### config.mk
export PLATFORM = sky130hd
export DESIGN_NAME = pio_gpio_irq
export DESIGN_NICKNAME = d
export VERILOG_FILES = /design/src/rtl/pio_gpio_irq.sv
export SDC_FILE = /design/constraint.sdc
export NUM_CORES = 1
export LEC_CHECK = 0
export CAP_MARGIN = 10
export CORE_UTILIZATION = 56
export CTS_CLUSTER_DIAMETER = 100
export DETAILED_ROUTE_END_ITERATION = 12
export MAX_ROUTING_LAYER = met4
export PLACE_DENSITY = 0.85
export SLEW_MARGIN = 10
export SYNTH_ARGS = -nofsm -noshare
export SYNTH_HDL_FRONTEND = slang
export SYNTH_SLANG_ARGS = --single-unit
### constraint.sdc
create_clock -name clk_clk -period 2.61 [get_ports clk_clk]
set_input_delay 0.261 -clock clk_clk [delete_from_list [all_inputs] [get_ports clk_clk]]
set_output_delay 0.261 -clock clk_clk [all_outputs]
set_load 0.1 [all_outputs]
### src/rtl/pio_gpio_irq.sv
// pio_gpio_irq: Avalon-MM slave with debounced inputs, per-bit edge capture,
// a maskable level interrupt, and an output register with atomic set/clear.
//
// Ports:
//   clk_clk             system clock; every state change happens on its rising edge
//   reset_reset         synchronous, active-high reset
//   avs_address[2:0]    word address: 0 DATA_IN, 1 DATA_OUT, 2 IRQ_MASK, 3 EDGE_CAP,
//                       4 OUT_SET, 5 OUT_CLR, 6-7 reserved
//   avs_read/avs_write  transfer strobes (no waitrequest; every transfer is accepted)
//   avs_writedata[31:0] write data
//   avs_readdata[31:0]  read data, valid the clock after avs_read, held until the next read
//   pushbuttons_export  raw asynchronous inputs (IN_WIDTH bits)
//   leds_export         output register contents (OUT_WIDTH bits)
//   irq                 level interrupt = OR(edge_capture & irq_mask), registered
module pio_gpio_irq #(
    parameter int unsigned          IN_WIDTH        = 4,
    parameter int unsigned          OUT_WIDTH       = 10,
    parameter int unsigned          DEBOUNCE_CYCLES = 50000,
    parameter int unsigned          EDGE_MODE       = 0,
    parameter logic [OUT_WIDTH-1:0] OUT_RESET       = '0
) (
    input  logic                 clk_clk,
    input  logic                 reset_reset,
    input  logic [2:0]           avs_address,
    input  logic                 avs_read,
    input  logic                 avs_write,
    input  logic [31:0]          avs_writedata,
    output logic [31:0]          avs_readdata,
    input  logic [IN_WIDTH-1:0]  pushbuttons_export,
    output logic [OUT_WIDTH-1:0] leds_export,
    output logic                 irq
);

    localparam int unsigned CNT_W = (DEBOUNCE_CYCLES > 1) ? $clog2(DEBOUNCE_CYCLES) : 1;
    localparam logic [CNT_W-1:0] CNT_MAX = CNT_W'(DEBOUNCE_CYCLES - 1);

    localparam logic [2:0] ADDR_DATA_IN  = 3'd0;
    localparam logic [2:0] ADDR_DATA_OUT = 3'd1;
    localparam logic [2:0] ADDR_IRQ_MASK = 3'd2;
    localparam logic [2:0] ADDR_EDGE_CAP = 3'd3;
    localparam logic [2:0] ADDR_OUT_SET  = 3'd4;
    localparam logic [2:0] ADDR_OUT_CLR  = 3'd5;

    logic [IN_WIDTH-1:0]  sync1_q, sync1_d;
    logic [IN_WIDTH-1:0]  sync2_q, sync2_d;
    logic [IN_WIDTH-1:0]  deb_q, deb_d;
    logic [IN_WIDTH-1:0]  deb_prev_q, deb_prev_d;
    logic [CNT_W-1:0]     cnt_q [IN_WIDTH];
    logic [CNT_W-1:0]     cnt_d [IN_WIDTH];
    logic [IN_WIDTH-1:0]  edge_cap_q, edge_cap_d;
    logic [IN_WIDTH-1:0]  irq_mask_q, irq_mask_d;
    logic [OUT_WIDTH-1:0] data_out_q, data_out_d;
    logic                 irq_q, irq_d;
    logic [31:0]          readdata_q, readdata_d;

    logic [IN_WIDTH-1:0]  edge_event;
    logic [IN_WIDTH-1:0]  w1c;
    logic [IN_WIDTH-1:0]  wdata_in;
    logic [OUT_WIDTH-1:0] wdata_out;
    logic                 unused_wdata;

    // Bits of avs_writedata above the register widths are intentionally ignored.
    assign unused_wdata = &{1'b0, avs_writedata};
    assign wdata_in     = avs_writedata[IN_WIDTH-1:0];
    assign wdata_out    = avs_writedata[OUT_WIDTH-1:0];

    // Synchroniser and debounce: the counter measures how long the synchronised
    // bit has continuously disagreed with the debounced bit; any agreement restarts it.
    always_comb begin
        sync1_d    = pushbuttons_export;
        sync2_d    = sync1_q;
        deb_d      = deb_q;
        deb_prev_d = deb_q;
        for (int i = 0; i < IN_WIDTH; i++) begin
            cnt_d[i] = '0;
            if (sync2_q[i] != deb_q[i]) begin
                if (cnt_q[i] == CNT_MAX) begin
                    deb_d[i] = ~deb_q[i];
                end else begin
                    cnt_d[i] = cnt_q[i] + CNT_W'(1);
                end
            end
        end
    end

    // Edge selection on the debounced value (one clock after it changes).
    always_comb begin
        case (EDGE_MODE)
            0:       edge_event = deb_q & ~deb_prev_q;
            1:       edge_event = ~deb_q & deb_prev_q;
            default: edge_event = deb_q ^ deb_prev_q;
        endcase
    end

    // Register writes, edge capture, interrupt and read path.
    always_comb begin
        data_out_d = data_out_q;
        irq_mask_d = irq_mask_q;
        w1c        = '0;
        if (avs_write) begin
            case (avs_address)
                ADDR_DATA_OUT: data_out_d = wdata_out;
                ADDR_IRQ_MASK: irq_mask_d = wdata_in;
                ADDR_EDGE_CAP: w1c        = wdata_in;
                ADDR_OUT_SET:  data_out_d = data_out_q | wdata_out;
                ADDR_OUT_CLR:  data_out_d = data_out_q & ~wdata_out;
                default:       ;
            endcase
        end

        // A new edge wins over a same-cycle write-1-to-clear.
        edge_cap_d = (edge_cap_q & ~w1c) | edge_event;
        irq_d      = |(edge_cap_q & irq_mask_q);

        // Reads see the register contents before any same-cycle write.
        readdata_d = readdata_q;
        if (avs_read) begin
            case (avs_address)
                ADDR_DATA_IN:  readdata_d = 32'(deb_q);
                ADDR_DATA_OUT: readdata_d = 32'(data_out_q);
                ADDR_IRQ_MASK: readdata_d = 32'(irq_mask_q);
                ADDR_EDGE_CAP: readdata_d = 32'(edge_cap_q);
                default:       readdata_d = '0;
            endcase
        end
    end

    always_ff @(posedge clk_clk) begin
        if (reset_reset) begin
            sync1_q    <= '0;
            sync2_q    <= '0;
            deb_q      <= '0;
            deb_prev_q <= '0;
            for (int i = 0; i < IN_WIDTH; i++) begin
                cnt_q[i] <= '0;
            end
            edge_cap_q <= '0;
            irq_mask_q <= '0;
            data_out_q <= OUT_RESET;
            irq_q      <= 1'b0;
            readdata_q <= '0;
        end else begin
            sync1_q    <= sync1_d;
            sync2_q    <= sync2_d;
            deb_q      <= deb_d;
            deb_prev_q <= deb_prev_d;
            for (int i = 0; i < IN_WIDTH; i++) begin
                cnt_q[i] <= cnt_d[i];
            end
            edge_cap_q <= edge_cap_d;
            irq_mask_q <= irq_mask_d;
            data_out_q <= data_out_d;
            irq_q      <= irq_d;
            readdata_q <= readdata_d;
        end
    end

    assign avs_readdata = readdata_q;
    assign leds_export  = data_out_q;
    assign irq          = irq_q;

endmodule

**Yosys cells after proc, flatten, opt, wreduce, memory -nomap -nowiden**

Memory sizes are Yosys's and may differ from the RTL's.
Cells that the tools add are included.

- Register bits after elaboration: 67
- Memory bits (writable): 64
- Input port bits: 43
- Output and inout port bits: 43
- Logic and storage cells: 75
- Memories: 1

- Add/subtract/negate cells: 4
- Equal/unequal tests: 13
- Mux-type cells: 19
- Bitwise operators: 17
- Reductions and logical operators: 9

Memories:

| memory | words | width | rd ports | clocked after Yosys merged registers in | write ports | RTL line | text |
|---|---|---|---|---|---|---|---|
| cnt_q | 4 | 16 | 4 | 0 | 4 | 48 | `logic [CNT_W-1:0] cnt_q [IN_WIDTH];` |

Operators by type and width:

| kind | number |
|---|---|
| $mux W16 | 12 |
| $add A16 B1 Y16 const B | 4 |
| $eq A16 B16 Y1 const B | 4 |
| $pmux W10 S4 | 1 |
| $pmux W10 S3 | 1 |
| $and A4 B4 Y4 | 3 |
| $reduce_and A2 Y1 | 6 |
| $and A10 B10 Y10 | 1 |
| $not A10 Y10 | 1 |
| $or A10 B10 Y10 | 1 |
| $mux W4 | 2 |
| $not A4 Y4 | 2 |
| $eq A3 B2 Y1 const B | 2 |
| $eq A3 B3 Y1 const B | 2 |
| $ne A1 B1 Y1 | 4 |
| $not A1 Y1 | 4 |
| $or A1 B1 Y1 | 4 |
| $or A4 B4 Y4 | 1 |
| $reduce_or A4 Y1 | 1 |
| $eq A3 B1 Y1 const B | 1 |
| $logic_not A3 Y1 | 1 |
| $mux W1 | 3 |
| $reduce_bool A3 Y1 | 1 |

**Depth between registers and ports, before layout**

- Word-level depth: 6
- Gate-level depth with buffers: 7
- Gate-level depth less buffers: 5

**Worst setup path before layout**

Ideal clock, no wire load.

- Path type: register to register
- Start point: memory cnt_q[0][12] (netlist bit)
- End point: memory cnt_q[0][15] (netlist bit)
- Setup time: 0.115 ns
- Arrival time: 1.635 ns
- Required time: 2.495 ns
- Setup slack: 0.860 ns
- Cell stages (with the launch flop): 6
- Buffers on the path: 1
- Period minus slack after synthesis: 1.750 ns
- Cell sequence: dfxtp_1 > or4_1 > or4_4 > nand2_4 > buf_12 > nor2_2

RTL lines:

| item | RTL line |
|---|---|
| start: declaration | 48 |

==> flow_results.org <==
** Global route
- The via count of the first global-routing pass is 3,401.
- First-pass GRT wire length :: about 15,000 µm
- Entering global routing, the biggest net connects 29 pins.
- The number of antenna violations at the first check in global routing was 0.
- Remaining global-route overflow :: 0
- Total GRT Usage :: 0.215

** Worst setup path
- Number of cells on the worst reg-to-reg path :: 4
- The startpoint identified for the worst register-to-register timing path is cnt_q[0][12].
- Peak fanout along the critical path :: 14
- Largest stage delay on the critical path :: 0.57 ns
- Element type at the critical path end :: flip-flop
- In this run the critical register-to-register path is captured at cnt_q[0][4].
- Worst R2R Setup Slack :: around 0.8 ns
- Walking the worst path, the cells encountered are or4_1 > or4_4 > nand2_4 > nor2_1.
- CP startpoint kind :: flip-flop
- WP data required :: roughly 2.9 ns
- Critical path data arrival time :: 2.10 ns
- Critical path start-end classification :: reg2reg
- For this design, the slowest cell found on the critical path is or4_4.

** Power and ir drop
- Switching Share :: 0.272
- Power density normalized to cell area :: 569 nW/µm²
- Max IR drop VDD :: 0.000394 V
- Power comes to 3.04 mW.
- Summed over all cells, the static leakage comes to 1.76 nW.
- Of the total power, registers draw 0.555.
- Switching pwr :: around 830 µW
- Clock group share of total power :: 0.344
- Proportion of power drawn by combinational gates :: 0.101
- Internal cell power :: 2.22 mW

** Floorplan
- Row count :: 33
- The core region is around 8300 µm².
- In this run the horizontal extent of the chip is around 95 µm.
- For this design the top-level I/O count stands at 86.
- Y dimension of the die :: between 90 and 100 µm
- For this configuration, the core starts out at a cell density of 0.580.
- Total Die Area :: 8930 µm²

** Synth
- Counting distinct cell types in the post-synthesis netlist gives between 40 and 50.
- Number of instances in the synthesized netlist :: 543
- Counting flops and latches in the post-synthesis netlist gives 109.
- Cells taking the most area after synthesis :: dfxtp_1 (46%), xnor2_1 (9.0%), nor2_1 (7.4%)
- Of the post-synthesis cell area, the dominant cell type holds 0.455.
- dfxtp_1 takes more of the synthesized area than any other cell.
- Of the synthesized area, sequential elements account for 0.455.
- Post-Syn Area :: 4790 µm²
- Averaged over all synthesized cells, the footprint is between 8 and 9 µm².
- The Yosys step of the flow raised 0 warnings.

** Final layout
- After filler insertion, the fill cell instance count of the layout stands at between 700 and 800.
- Most frequent cells in the layout :: dfxtp_1 (109), nor2_1 (95), xnor2_1 (49)
- Measured on the finished design, the core utilization comes to 0.648.
- Fraction of final layout cells sized beyond drive strength 1 :: 0.107
- Most common library cell in the layout ignoring fill and taps :: dfxtp_1
- The repair_antennas step left the layout with diodes totalling 0.
- From synthesis to final layout, the design area changed by 11.6%.
- Total Nets Final :: 629

** Timing
- The max-slew violation count was 0.
- At the pin with the least slew margin, the transition time is 0.607 ns.
- On the final layout, the worst clock skew is 0.0112 ns.
- Worst hold slack :: 0.299 ns
- Of the available clock period, the critical path in the final layout requires 0.702.
- Summed over all failing endpoints, the final setup total negative slack is 0 ns.
- Setup violation total in the final timing report :: 0
- The worst pin sits at a relative slew slack of 0.594.
- Min cycle time layout :: 1.83 ns
- Unrepaired setup endpoints after global routing :: false
- The final-report hold violation count is 0.
- Timing would allow up to 546 MHz.

** Clock tree
- Number of buffers created by CTS :: 9
- Clock latency at the later pin of the worst-skew pair :: 0.37 ns
- After clock tree synthesis, the repair step resized 0 gates.
- For this design, the sink count on the clock tree is 109.
- Clock-pin slew was measured on the worst setup and hold paths at 0.10 ns.
- TritonCTS built the clock tree.
- Max Root-Sink Buffers :: 2
- Number of post-CTS setup repair buffers :: 0
- Hold buffers post-CTS :: 0
- Clock root buffer :: clkbuf_8
- Number of H-tree levels :: 3

** Run
- The tool flagged a number of max-cap violations equal to 0.

** Min path
- Worst hold stages :: 2
- Hold worst-path end :: edge_cap_q[0]
- Worst min-delay path startpoint :: reset_reset
- The tightest min-delay check is of the in2reg type.

** Detailed routing
- In this run, the number of DRC markers left after iteration 0 of detailed routing was 122.
- Number of nets with antenna violations after routing :: 0
- In the final routed layout, each cell accounts on average for 13.0 µm.
- Across all layers, the routed design uses 3,726 vias.
- Drt via density :: between 5 and 6
- Number of remaining DRC errors :: 0
- Drt first pass iters :: 4
- Total wire length :: 9030 µm

** Outcome
- The run finished with clean final reports.

** Placed design
- Count of input and output buffers :: between 40 and 50
- Gpl congestion :: 0.875
- The HPWL after detailed placement is 6430 µm.
registers in the layout, summed over array words and instances, names as in the netlist:
register      count
avs_readdata     10
sync1_q           4
edge_cap_q        4
irq_mask_q        4
irq               1
deb_prev_q        4
deb_prev_d        4
leds_export      10
sync2_q           4
cnt_q            64
cell families after synthesis:
family,Yosys count,synth area share
DFF,109,0.455
AOI/OAI and AO/OA,48,0.0535
other,1,0.000782
muxes,12,0.0358
and+or+nand+nor,264,0.281
adders and majority gates,4,0.0104
xor gates and xnor gates,57,0.104
buffers and inverters,48,0.0590
critical path, delay by kind of cell, from the launching register on:
| kind | cells | cell delay [ns] |
|---|---|---|
| flops | 1 | 0.36 |
| simple gates | 4 | 1.37 |
synth_stat cells, drive strengths merged:
cell,instances
nor3,16
nor2b,31
mux2i,7
nor4bb,5
xnor2,49
mux4,4
o21ai,13
nand4,19
inv,10
a31oi,2
nor4,12
nor2,105
nor4b,2
o31ai,2
or3,3
nand2b,2
nand2,29
a31o,1
or4,3
and2,1
nand4b,3
or4bb,1
ha,4
dfxtp,109
nand3,24
mux2,1
and4b,1
xor2,8
and3,5
buf,25
a22oi,2
conb,1
clkbuf,13
or2,2
a21oi,28
routing by layer:
metal  track usage  vias to the layer above  wire length, µm
li1              -                     1879                -
met1         0.246                     1765             3990
met3        0.0443                       10              318
met2         0.373                       72             4610
met5             -                        -                0
met4        0.0732                        0              106
worst max-delay path by stage:
stage / end / slack [ns] / depth (start not counted) / startpoint
after floorplan: cnt_q[0][15] / 0.86 / 5 / cnt_q[0][12]
after global placement: leds_export[7] / 0.64 / 5 / avs_address[0]
after detailed placement: leds_export[6] / 0.56 / 5 / avs_address[0]
after CTS: cnt_q[0][4] / 0.77 / 4 / cnt_q[0][12]
after global routing: cnt_q[3][13] / 0.56 / 5 / cnt_q[3][0]
final: cnt_q[0][4] / 0.78 / 4 / cnt_q[0][12]
power groups by stage:
| stage | clock, mW | sequential (mW) | combinational [mW] |
|---|---|---|---|
| 2_1_floorplan | 0 | 1.77 | 0.227 |
| 3_3_place_gp | 0 | 1.73 | 0.304 |
| 3_5_place_dp | 0 | 1.73 | 0.308 |
| 4_1_cts | 1.07 | 1.69 | 0.308 |
| 5_1_grt | 1.14 | 1.69 | 0.323 |
| 6_report | 1.05 | 1.69 | 0.309 |
through the flow:
step / setup slack [ns] / instances / cell area, µm²
3_3_place_gp: 0.637 / 676 / 5140
6_report: 0.779 / 692 / 5350
2_1_floorplan: 0.860 / 564 / 4870
3_5_place_dp: 0.559 / 676 / 5140
4_1_cts: 0.767 / 692 / 5350
5_1_grt: 0.557 / 692 / 5350
area by class of cell:
cell class | instances | area, µm² | share of cell area
clock buffer | 10 | 138 | 0.0257
clock inverter | 6 | 71.3 | 0.0133
inverter | 10 | 37.5 | 0.00702
multi-input combinational | 407 | 2410 | 0.450
sequential | 109 | 2180 | 0.408
tap | 105 | 131 | 0.0246
timing repair buffer | 45 | 383 | 0.0716
No activity file was read; power rests on OpenSTA's default activity.
